`src/rtl/alu_arbiter.sv`:
```
// Two-requester arbiter/sequencer in front of the shared MIPS16e ALU.
// Define ALU_ARB_RR_EN for round-robin ties; default is fixed priority (req1 wins).
module alu_arbiter #(
   parameter int word_size = 16,
   parameter int op_size   = 6
) (
   input  logic                 clk,
   input  logic                 rst,
   input  logic                 req0,
   input  logic                 req1,
   input  logic [op_size-1:0]   op0,
   input  logic [op_size-1:0]   op1,
   input  logic [word_size-1:0] x0,
   input  logic [word_size-1:0] y0,
   input  logic [word_size-1:0] x1,
   input  logic [word_size-1:0] y1,
   input  logic                 flush0,
   output logic                 gnt0,
   output logic                 gnt1,
   output logic                 done0,
   output logic                 done1,
   output logic [word_size-1:0] result,
   output logic                 result_zero,
   output logic                 busy,
   output logic [op_size-1:0]   alu_op,
   output logic [word_size-1:0] alu_x,
   output logic [word_size-1:0] alu_y,
   input  logic [word_size-1:0] alu_out,
   input  logic                 alu_zero
);

   typedef enum logic {IDLE, EXEC} state_t;

   state_t state;
   logic   owner;
   logic   last;
   logic   pick1;
   logic   kill;

   // Winner for the IDLE edge: 1 selects requester 1
   always_comb begin
`ifdef ALU_ARB_RR_EN
      pick1 = req1 & (~req0 | ~last);
`else
      // last never changes the fixed-priority outcome
      pick1 = req1 | (req0 & req1 & last);
`endif
   end

   // A flushed requester-0 operation must not publish its result
   always_comb begin
      kill = flush0 & ~owner;
   end

   // Sequencer: grant and latch in IDLE, capture result in EXEC
   always_ff @(posedge clk or posedge rst) begin
      if (rst) begin
         state       <= IDLE;
         owner       <= 1'b0;
         last        <= 1'b1;
         gnt0        <= 1'b0;
         gnt1        <= 1'b0;
         done0       <= 1'b0;
         done1       <= 1'b0;
         result      <= '0;
         result_zero <= 1'b1;
         busy        <= 1'b0;
         alu_op      <= '0;
         alu_x       <= '0;
         alu_y       <= '0;
      end else begin
         gnt0  <= 1'b0;
         gnt1  <= 1'b0;
         done0 <= 1'b0;
         done1 <= 1'b0;
         unique case (state)
            IDLE: begin
               if (req0 | req1) begin
                  owner  <= pick1;
                  last   <= pick1;
                  gnt0   <= ~pick1;
                  gnt1   <= pick1;
                  alu_op <= pick1 ? op1 : op0;
                  alu_x  <= pick1 ? x1 : x0;
                  alu_y  <= pick1 ? y1 : y0;
                  busy   <= 1'b1;
                  state  <= EXEC;
               end else begin
                  alu_op <= '0;
                  alu_x  <= '0;
                  alu_y  <= '0;
               end
            end
            EXEC: begin
               if (!kill) begin
                  result      <= alu_out;
                  result_zero <= alu_zero;
                  done0       <= ~owner;
                  done1       <= owner;
               end
               alu_op <= '0;
               alu_x  <= '0;
               alu_y  <= '0;
               busy   <= 1'b0;
               state  <= IDLE;
            end
         endcase
      end
   end

endmodule

```
`config.mk`:
```
export PLATFORM = sky130hd
export DESIGN_NAME = alu_arbiter
export DESIGN_NICKNAME = d
export VERILOG_FILES = /design/src/rtl/alu_arbiter.sv
export SDC_FILE = /design/constraint.sdc
export NUM_CORES = 1
export LEC_CHECK = 0
export ABC_AREA = 0
export BUFFER_PORTS_ARGS = -buffer_cell sky130_fd_sc_hd__buf_2
export CORE_MARGIN = 2
export CORE_UTILIZATION = 41
export CTS_CLUSTER_DIAMETER = 120
export DETAILED_ROUTE_END_ITERATION = 6
export MAX_ROUTING_LAYER = met4
export PLACE_DENSITY = 0.9
export SLEW_MARGIN = 20
export SYNTH_ARGS = -nofsm -noshare
export SYNTH_HDL_FRONTEND = slang
export SYNTH_SLANG_ARGS = --single-unit
```
`constraint.sdc`:
```
create_clock -name clk -period 2.3 [get_ports clk]
set_input_delay 0.115 -clock clk [delete_from_list [all_inputs] [get_ports clk]]
set_output_delay 0.115 -clock clk [all_outputs]
set_load 0.05 [all_outputs]
```
==> results_tabular.tex, run 1 <==
\begin{tabular}{lr}
\hline
Metric & Value \\
\hline
\multicolumn{2}{l}{\textbf{Run status}} \\
Outcome & completed \\
\multicolumn{2}{l}{\textbf{Clocking}} \\
Setup Fix Bufs, Post-CTS & 0 \\
Maximum root-to-sink buffer count & 2 \\
Clock tree root buffer cell & clkbuf\_8 \\
CTS buffer count & 9 \\
Clock tree from TritonCTS & yes \\
Clock latency on the worst-skew pair & 0.33 ns \\
Post-CTS resize count & 0 \\
Clock-pin slew of the registers on the worst-case setup and hold paths & 0.07 ns \\
Number of sinks driven by the clock tree & 62 \\
Number of H-tree branching levels & 3 \\
\multicolumn{2}{l}{\textbf{Route}} \\
Number of search-and-repair iterations in the first detailed-routing pass & 4 \\
Count of antenna-violating nets left after detailed routing & 0 \\
Per-cell via count in the routed design & 4.75 \\
Total length of routed met3 wires & 520 um \\
Drt first-iter violations & 53 \\
Routed length per placed instance & 13.6 um \\
Top routing layer in use & met4 \\
Number of remaining DRC errors & 0 \\
Detailed-route wire length & 5840 um \\
Routed vias & 2039 \\
Amount of wire on met2 after detailed routing & 2900 um \\
Detailed-route wire length on metal 1 & 2320 um \\
\multicolumn{2}{l}{\textbf{Floorplan}} \\
Top-Level Pins & 158 \\
Core Footprint & 5570 um\^{}2 \\
Die width & 80.4 um \\
Initial cell density of the core & 43.0\% \\
Rows & 27 \\
Die Ht & 80.4 um \\
Die Outline Area & 6470 um\^{}2 \\
\multicolumn{2}{l}{\textbf{Timing}} \\
\# setup viols final & 0 \\
Rel. slew slack & 54.6\% \\
Final hold violations & 0 \\
Minimum period implied by the final worst setup slack & 1.57 ns \\
Actual transition at the worst max-transition pin & 0.678 ns \\
Timing-limited maximum frequency & 0.636 GHz \\
Unrepaired setup endpoints after global routing & false \\
Worst Skew & 0.00450 ns \\
Share of the clock period used by the worst path after layout & 68.3\% \\
TNS Setup & 0 ns \\
Final Max Tran Viols & 0 \\
\multicolumn{2}{l}{\textbf{Hold path}} \\
Hold Path Cell Cnt & 2 \\
Hold Startpoint & alu\_out[15] \\
Sink of the worst hold path & result[15]\$\_DFFE\_PP0P\_ \\
Kind of path behind the tightest hold check & in2reg \\
\multicolumn{2}{l}{\textbf{Logic synthesis}} \\
Mean post-synth cell area & 12.9 um\^{}2 \\
Cell type contributing the most total cell area after synthesis & dfrtp\_1 \\
Post-Syn Instances & 186 \\
Number of synthesized register bits & 62 \\
Net count after synthesis & 284 \\
Yosys synthesis warning count & 0 \\
Count of unique library cells instantiated by Yosys & 19 \\
Netlist Area Pre-Place & 2390 um\^{}2 \\
Main area contributors after synthesis & dfrtp\_1, a22oi\_1, nor2\_1 \\
Portion of synthesized cell area occupied by the leading cell type & 63.7\% \\
Post-synthesis sequential area ratio & 64.8\% \\
\multicolumn{2}{l}{\textbf{Place}} \\
Detailed-placement wirelength estimate & 4150 um \\
Cell total after placement & 404 \\
Number of input and output port buffers inserted & 157 \\
RD Place Congestion & 0.740 \\
Instance area after placement & 3220 um\^{}2 \\
\multicolumn{2}{l}{\textbf{Global routing}} \\
Congestion Overflow GR & 0 \\
Global-route wire length before repair & 9030 um \\
Total Routing Usage GR & 19.3\% \\
Largest net degree at the start of global routing & 45 \\
Antenna violations before repair & 0 \\
Vias in the first global route & 2017 \\
\multicolumn{2}{l}{\textbf{Finish}} \\
Post-layout instance count excluding filler cells & 429 \\
\# nets final & 450 \\
Register Area & 1550 um\^{}2 \\
Final core utilization & 63.8\% \\
Area of combinational cells with multiple inputs & 736 um\^{}2 \\
Share of final-layout standard cells stronger than drive strength 1 & 55.2\% \\
Area Growth Syn to Fin & 48.5\% \\
Fill count & 449 \\
Number of antenna diodes & 0 \\
Post-route standard cell area excluding fillers & 3560 um\^{}2 \\
\multicolumn{2}{l}{\textbf{Flow run}} \\
Total of max-cap violations & 0 \\
\multicolumn{2}{l}{\textbf{Worst setup path}} \\
Peak per-stage delay on the critical path & 0.55 ns \\
Critical register-to-register path endpoint & result[3]\$\_DFFE\_PP0P\_ \\
Setup slack of the worst register-to-register path & 0.79 ns \\
CP Data Arrival Time & 1.79 ns \\
Logic depth of the worst register-to-register path & 2 \\
Crit. End Element & flop \\
WP data required & 2.52 ns \\
Startpoint of the lowest-slack register-to-register path & owner\$\_DFFE\_PP0P\_ \\
Critical Path Source Type & primary input \\
Highest-delay cell along the critical path & dlygate4sd3\_1 \\
Critical path cell sequence & dlygate4sd3\_1 -> buf\_2 -> inv\_2 -> o21ai\_4 -> mux2\_2 \\
Critical path fanouts, max & 17 \\
Setup Crit Path Kind & in2reg \\
\multicolumn{2}{l}{\textbf{Power and ir drop}} \\
Total design power & 3.48 mW \\
Leakage dissipation & 1.95 nW \\
Worst voltage drop across the vdd grid & 515 uV \\
Power density relative to cell area & 978 nW/um\^{}2 \\
\hline
\end{tabular}
-- worst max-delay path by stage --
| stage | startpoint | end | slack [ns] |
|---|---|---|---|
| after global placement | owner$_DFFE_PP0P_ | result[2]$_DFFE_PP0P_ | 0.85 |
| after detailed placement | owner$_DFFE_PP0P_ | result[5]$_DFFE_PP0P_ | 0.77 |
| after floorplan | rst | alu_op[0]$_DFF_PP0_ | 0.65 |
| after CTS | flush0 | result[5]$_DFFE_PP0P_ | 0.75 |
| after global routing | flush0 | result[3]$_DFFE_PP0P_ | 0.69 |
| final | flush0 | result[3]$_DFFE_PP0P_ | 0.73 |
-- metrics by stage --
| stage | hold WS [ns] | worst slack [ns] |
|---|---|---|
| final | 0.0116 | 0.728 |
| after global routing | 0.00224 | 0.689 |
| after CTS | 0.000622 | 0.748 |
| after detailed placement | 0.221 | 0.774 |
| after global placement | 0.209 | 0.848 |
| after floorplan | 0.185 | 0.645 |
-- report_power, final --
part / total (mW) / leakage [nW] / internal, mW / switching (mW)
Sequential: 1.29 / 0.784 / 1.23 / 0.0576
Combinational: 1.02 / 1.04 / 0.304 / 0.714
Clock: 1.17 / 0.124 / 0.780 / 0.389
Total: 3.48 / 1.95 / 2.32 / 1.16
-- cell usage after synthesis --
cell	count
dfrtp_1	61
nor2_1	42
a22oi_1	38
mux2_4	10
mux2_2	7
buf_2	6
buf_4	4
clkbuf_1	4
inv_1	2
nand2_1	2
nand2b_1	2
and2_1	1
buf_12	1
dfstp_2	1
inv_2	1
nor2b_2	1
nor3_1	1
nor3b_1	1
o21ai_4	1
-- kinds of logic after synthesis --
kind of cell	Yosys count	share of synthesized area [%]
mux	17	9.56
flops	62	64.8
buf+inv	18	4.44
simple gates	50	8.57
compound gates	39	12.6
-- layout by cell type, fill, tap and decap left out --
cell type      synthesis  layout
clkbuf_8               0      11
a22oi_1               38      38
mux2_2                 7       7
dlygate4sd3_1          0       9
nor2b_2                1       1
clkbuf_1               4       2
nand2_1                2       2
nor3b_1                1       1
buf_2                  6     157
nand2b_1               2       2
buf_4                  4       3
dfrtp_1               61      61
inv_1                  2       1
o21ai_4                1       1
buf_12                 1       1
nor2_1                42      42
inv_2                  1       2
nor3_1                 1       1
bufinv_16              0       3
dfstp_2                1       1
mux2_4                10      10
and2_1                 1       1
-- registers in the layout (all words and copies together), names as in the netlist --
register,count
gnt0,1
alu_y,16
gnt1,1
alu_op,6
result_zero,1
busy,1
done1,1
owner,1
alu_x,16
result,16
state,1
done0,1
-- cell type report --
type,instances,share of cell area (%)
Sequential cell,62,43.7
Clock buffer,13,4.47
Clock inverter,3,2.53
Timing Repair Buffer,170,25.8
Tap cell,72,2.53
Multi-Input combinational cell,106,20.7
Inverter,3,0.317
-- repair_timing --
item                                    4_1_cts  5_1_grt
hold endpoints to repair                     33        1
hold buffers                                  8        1
endpoints found under the setup margin        0        0
-- critical path, delay by kind of cell --
family                 cells  cell delay [ns]
AOI/OAI and AO/OA          1             0.55
muxes                      1             0.41
buffers and inverters      3             0.72
-- per-layer routing --
metal  global-route usage [%]  vias to the layer above
met5                        -                        -
li1                         -                      973
met2                     31.8                      108
met1                     21.0                      949
met4                     10.0                        0
met3                     6.07                        9
No activity file was read; power rests on OpenSTA's default activity.
==> run 2, diff against run 1 <==
==> constraint.sdc (replaced) <==
create_clock -name clk -period 1.6 [get_ports clk]
set_input_delay 0.08 -clock clk [delete_from_list [all_inputs] [get_ports clk]]
set_output_delay 0.08 -clock clk [all_outputs]
set_load 0.05 [all_outputs]
==> run 2 against run 1 <==
Net effect: sequential share of layout area decreased by 5.3 points; register-to-register slack lost 0.45 ns; sequential power rose by 44%; final cell count rose by 11%; clock power grew 36%; highest routed layer unchanged; first-iteration DRC count up 96%; global-route usage increased by 5.5 points; clock-buffer cell count is 4 lower; via count up 14%; largest cell class unchanged; largest power group unchanged.
==> results_tabular.tex, run 2 (synthesis results as in run 1) <==
\begin{tabular}{lr}
\hline
Metric & Value \\
\hline
\multicolumn{2}{l}{\textbf{Clocking}} \\
Number of sinks driven by the clock tree & 62 \\
CTS buffer count & 9 \\
Number of H-tree branching levels & 3 \\
Setup Fix Bufs, Post-CTS & 0 \\
Clock latency on the worst-skew pair & 0.32 ns \\
Clock tree from TritonCTS & yes \\
Maximum root-to-sink buffer count & 2 \\
Clock tree root buffer cell & clkbuf\_8 \\
Clock-pin slew of the registers on the worst-case setup and hold paths & 0.07 ns \\
\multicolumn{2}{l}{\textbf{Worst setup path}} \\
Critical path cell sequence & dlygate4sd3\_1 -> buf\_2 -> a22oi\_1 -> dlygate4sd3\_1 -> nor2\_1 \\
Peak per-stage delay on the critical path & 0.61 ns \\
Critical register-to-register path endpoint & result[1]\$\_DFFE\_PP0P\_ \\
Logic depth of the worst register-to-register path & 3 \\
End point of the critical path & alu\_op[1]\$\_DFF\_PP0\_ \\
Crit. End Element & flop \\
Critical Path Source Type & primary input \\
CP Data Arrival Time & 1.59 ns \\
Setup slack of the worst register-to-register path & 0.34 ns \\
Setup Crit Path Kind & in2reg \\
WP data required & 1.80 ns \\
Startpoint of the lowest-slack register-to-register path & owner\$\_DFFE\_PP0P\_ \\
Highest-delay cell along the critical path & dlygate4sd3\_1 \\
Critical path fanouts, max & 1 \\
CP startpoint & op0[1] \\
Cell repeated most along the worst path & dlygate4sd3\_1 \\
\multicolumn{2}{l}{\textbf{Route}} \\
Number of remaining DRC errors & 0 \\
Detailed-route wire length & 7450 um \\
Routed length per placed instance & 15.6 um \\
Routed vias & 2324 \\
Drt first-iter violations & 104 \\
Per-cell via count in the routed design & 4.86 \\
Count of antenna-violating nets left after detailed routing & 0 \\
Number of search-and-repair iterations in the first detailed-routing pass & 4 \\
\multicolumn{2}{l}{\textbf{Global routing}} \\
Congestion Overflow GR & 0 \\
Antenna violations before repair & 0 \\
Largest net degree at the start of global routing & 45 \\
Met3 Usage GRT & 4.94\% \\
Vias in the first global route & 2477 \\
Met2 demand-to-capacity share in global routing & 43.6\% \\
Global-route wire length before repair & 11600 um \\
Total Routing Usage GR & 24.8\% \\
Global routing's busiest layer & met2 \\
GR Layer Usage met1 & 27.4\% \\
\multicolumn{2}{l}{\textbf{Timing}} \\
Final hold violations & 0 \\
Worst Skew & 0.00694 ns \\
\# setup viols final & 0 \\
Worst Setup Slack, final & 0.208 ns \\
Final Max Tran Viols & 0 \\
Actual transition at the worst max-transition pin & 0.535 ns \\
Rel. slew slack & 64.3\% \\
Timing-limited maximum frequency & 0.719 GHz \\
Unrepaired setup endpoints after global routing & false \\
Share of the clock period used by the worst path after layout & 87.0\% \\
Minimum period implied by the final worst setup slack & 1.39 ns \\
\multicolumn{2}{l}{\textbf{Power and ir drop}} \\
Power share of the sequential group & 36.8\% \\
Gate power share & 31.7\% \\
Switching fraction of total power & 34.1\% \\
Portion of total power attributed to the clock network & 31.5\% \\
Power density relative to cell area & 1250 nW/um\^{}2 \\
Switching Power & 1.72 mW \\
Worst voltage drop across the vdd grid & 881 uV \\
Total design power & 5.05 mW \\
Leakage dissipation & 2.15 nW \\
Internal power & 3.33 mW \\
\multicolumn{2}{l}{\textbf{Floorplan}} \\
Die Ht & 80.4 um \\
Die width & 80.4 um \\
Initial cell density of the core & 43.0\% \\
Die Outline Area & 6470 um\^{}2 \\
Top-Level Pins & 158 \\
Rows & 27 \\
Core Footprint & 5570 um\^{}2 \\
\multicolumn{2}{l}{\textbf{Finish}} \\
Share of final-layout standard cells stronger than drive strength 1 & 49.8\% \\
Commonest cells after routing, fill and taps aside & buf\_2, dfrtp\_1, dlygate4sd3\_1 \\
Register Area & 1550 um\^{}2 \\
Fill count & 376 \\
Area of combinational cells with multiple inputs & 741 um\^{}2 \\
Area Growth Syn to Fin & 69.1\% \\
Commonest non-fill, non-tap cell in the layout & buf\_2 \\
Number of antenna diodes & 0 \\
Leading registers by flop count & alu\_x: 16 flops, alu\_y: 16 flops, result: 16 flops \\
Post-route standard cell area excluding fillers & 4050 um\^{}2 \\
\# nets final & 499 \\
\multicolumn{2}{l}{\textbf{Hold path}} \\
Kind of path behind the tightest hold check & in2reg \\
\multicolumn{2}{l}{\textbf{Place}} \\
Pre-CTS setup slack & -0.0107 ns \\
Detailed-placement wirelength estimate & 4330 um \\
Number of input and output port buffers inserted & 157 \\
Instance area after placement & 3260 um\^{}2 \\
RD Place Congestion & 0.731 \\
\multicolumn{2}{l}{\textbf{Flow run}} \\
Total of max-cap violations & 0 \\
\multicolumn{2}{l}{\textbf{Run status}} \\
Outcome & completed \\
\hline
\end{tabular}
run 2: routing by layer:
metal | routed length, um | part of all wire [%] | up-vias
met3 | 514 | 6.9 | 21
met5 | 0 | 0 | -
met4 | 204 | 2.7 | 0
met2 | 3960 | 53 | 139
met1 | 2770 | 37 | 1090
li1 | - | - | 1074
run 2: worst min path at each step:
stage / slack [ns] / from / cells past startpoint / endpoint
2_1_floorplan: 0.15 / flush0 / 1 / done0$_DFF_PP0_
5_1_grt: 0.007 / op0[3] / 3 / alu_op[3]$_DFF_PP0_
3_3_place_gp: 0.13 / rst / 2 / result[1]$_DFFE_PP0P_
6_report: 0.02 / op0[3] / 3 / alu_op[3]$_DFF_PP0_
4_1_cts: 0.00003 / op1[5] / 3 / alu_op[5]$_DFF_PP0_
3_5_place_dp: 0.13 / rst / 2 / result[1]$_DFFE_PP0P_
run 2: layout make-up:
type	instances	area share (%)
inverters	3	0.371
well taps	72	2.22
clock buffers	9	3.06
multi-input cells	106	18.3
clock inverters	7	2.78
repair buffers	219	34.9
flip-flops and latches	62	38.3
run 2: power groups by stage:
stage                     clock (mW)  combinational, mW  sequential, mW
after floorplan                    0              0.375            2.59
after global placement             0               1.46            1.87
after detailed placement           0               1.48            1.88
after CTS                       1.64               1.59            1.86
after global routing            1.73               1.68            1.88
final                           1.59               1.60            1.86
run 2: what timing repair did:
action	in CTS	in global routing
resized for setup	0	1
setup endpoints to repair	0	4
hold buffers	55	0
hold endpoints to repair	68	0
run 2: worst max-delay path, delay by kind of cell:
family	cells	cell delay, ns
AOI/OAI and AO/OA	1	0.18
buffers and inverters	3	1.28
and+or+nand+nor	1	0.04
run 2: through the flow:
stage | utilization [%] | setup TNS (ns) | hold slack, ns | std cells
floorplan | - | 0 | 0.150 | 186
finish | 72.6 | 0 | 0.0165 | 478
global route | 72.6 | 0 | 0.00716 | 478
detailed placement | 58.4 | -0.0107 | 0.134 | 407
global placement | 58.4 | 0 | 0.129 | 407
CTS | 72.5 | 0 | 0.0000345 | 478
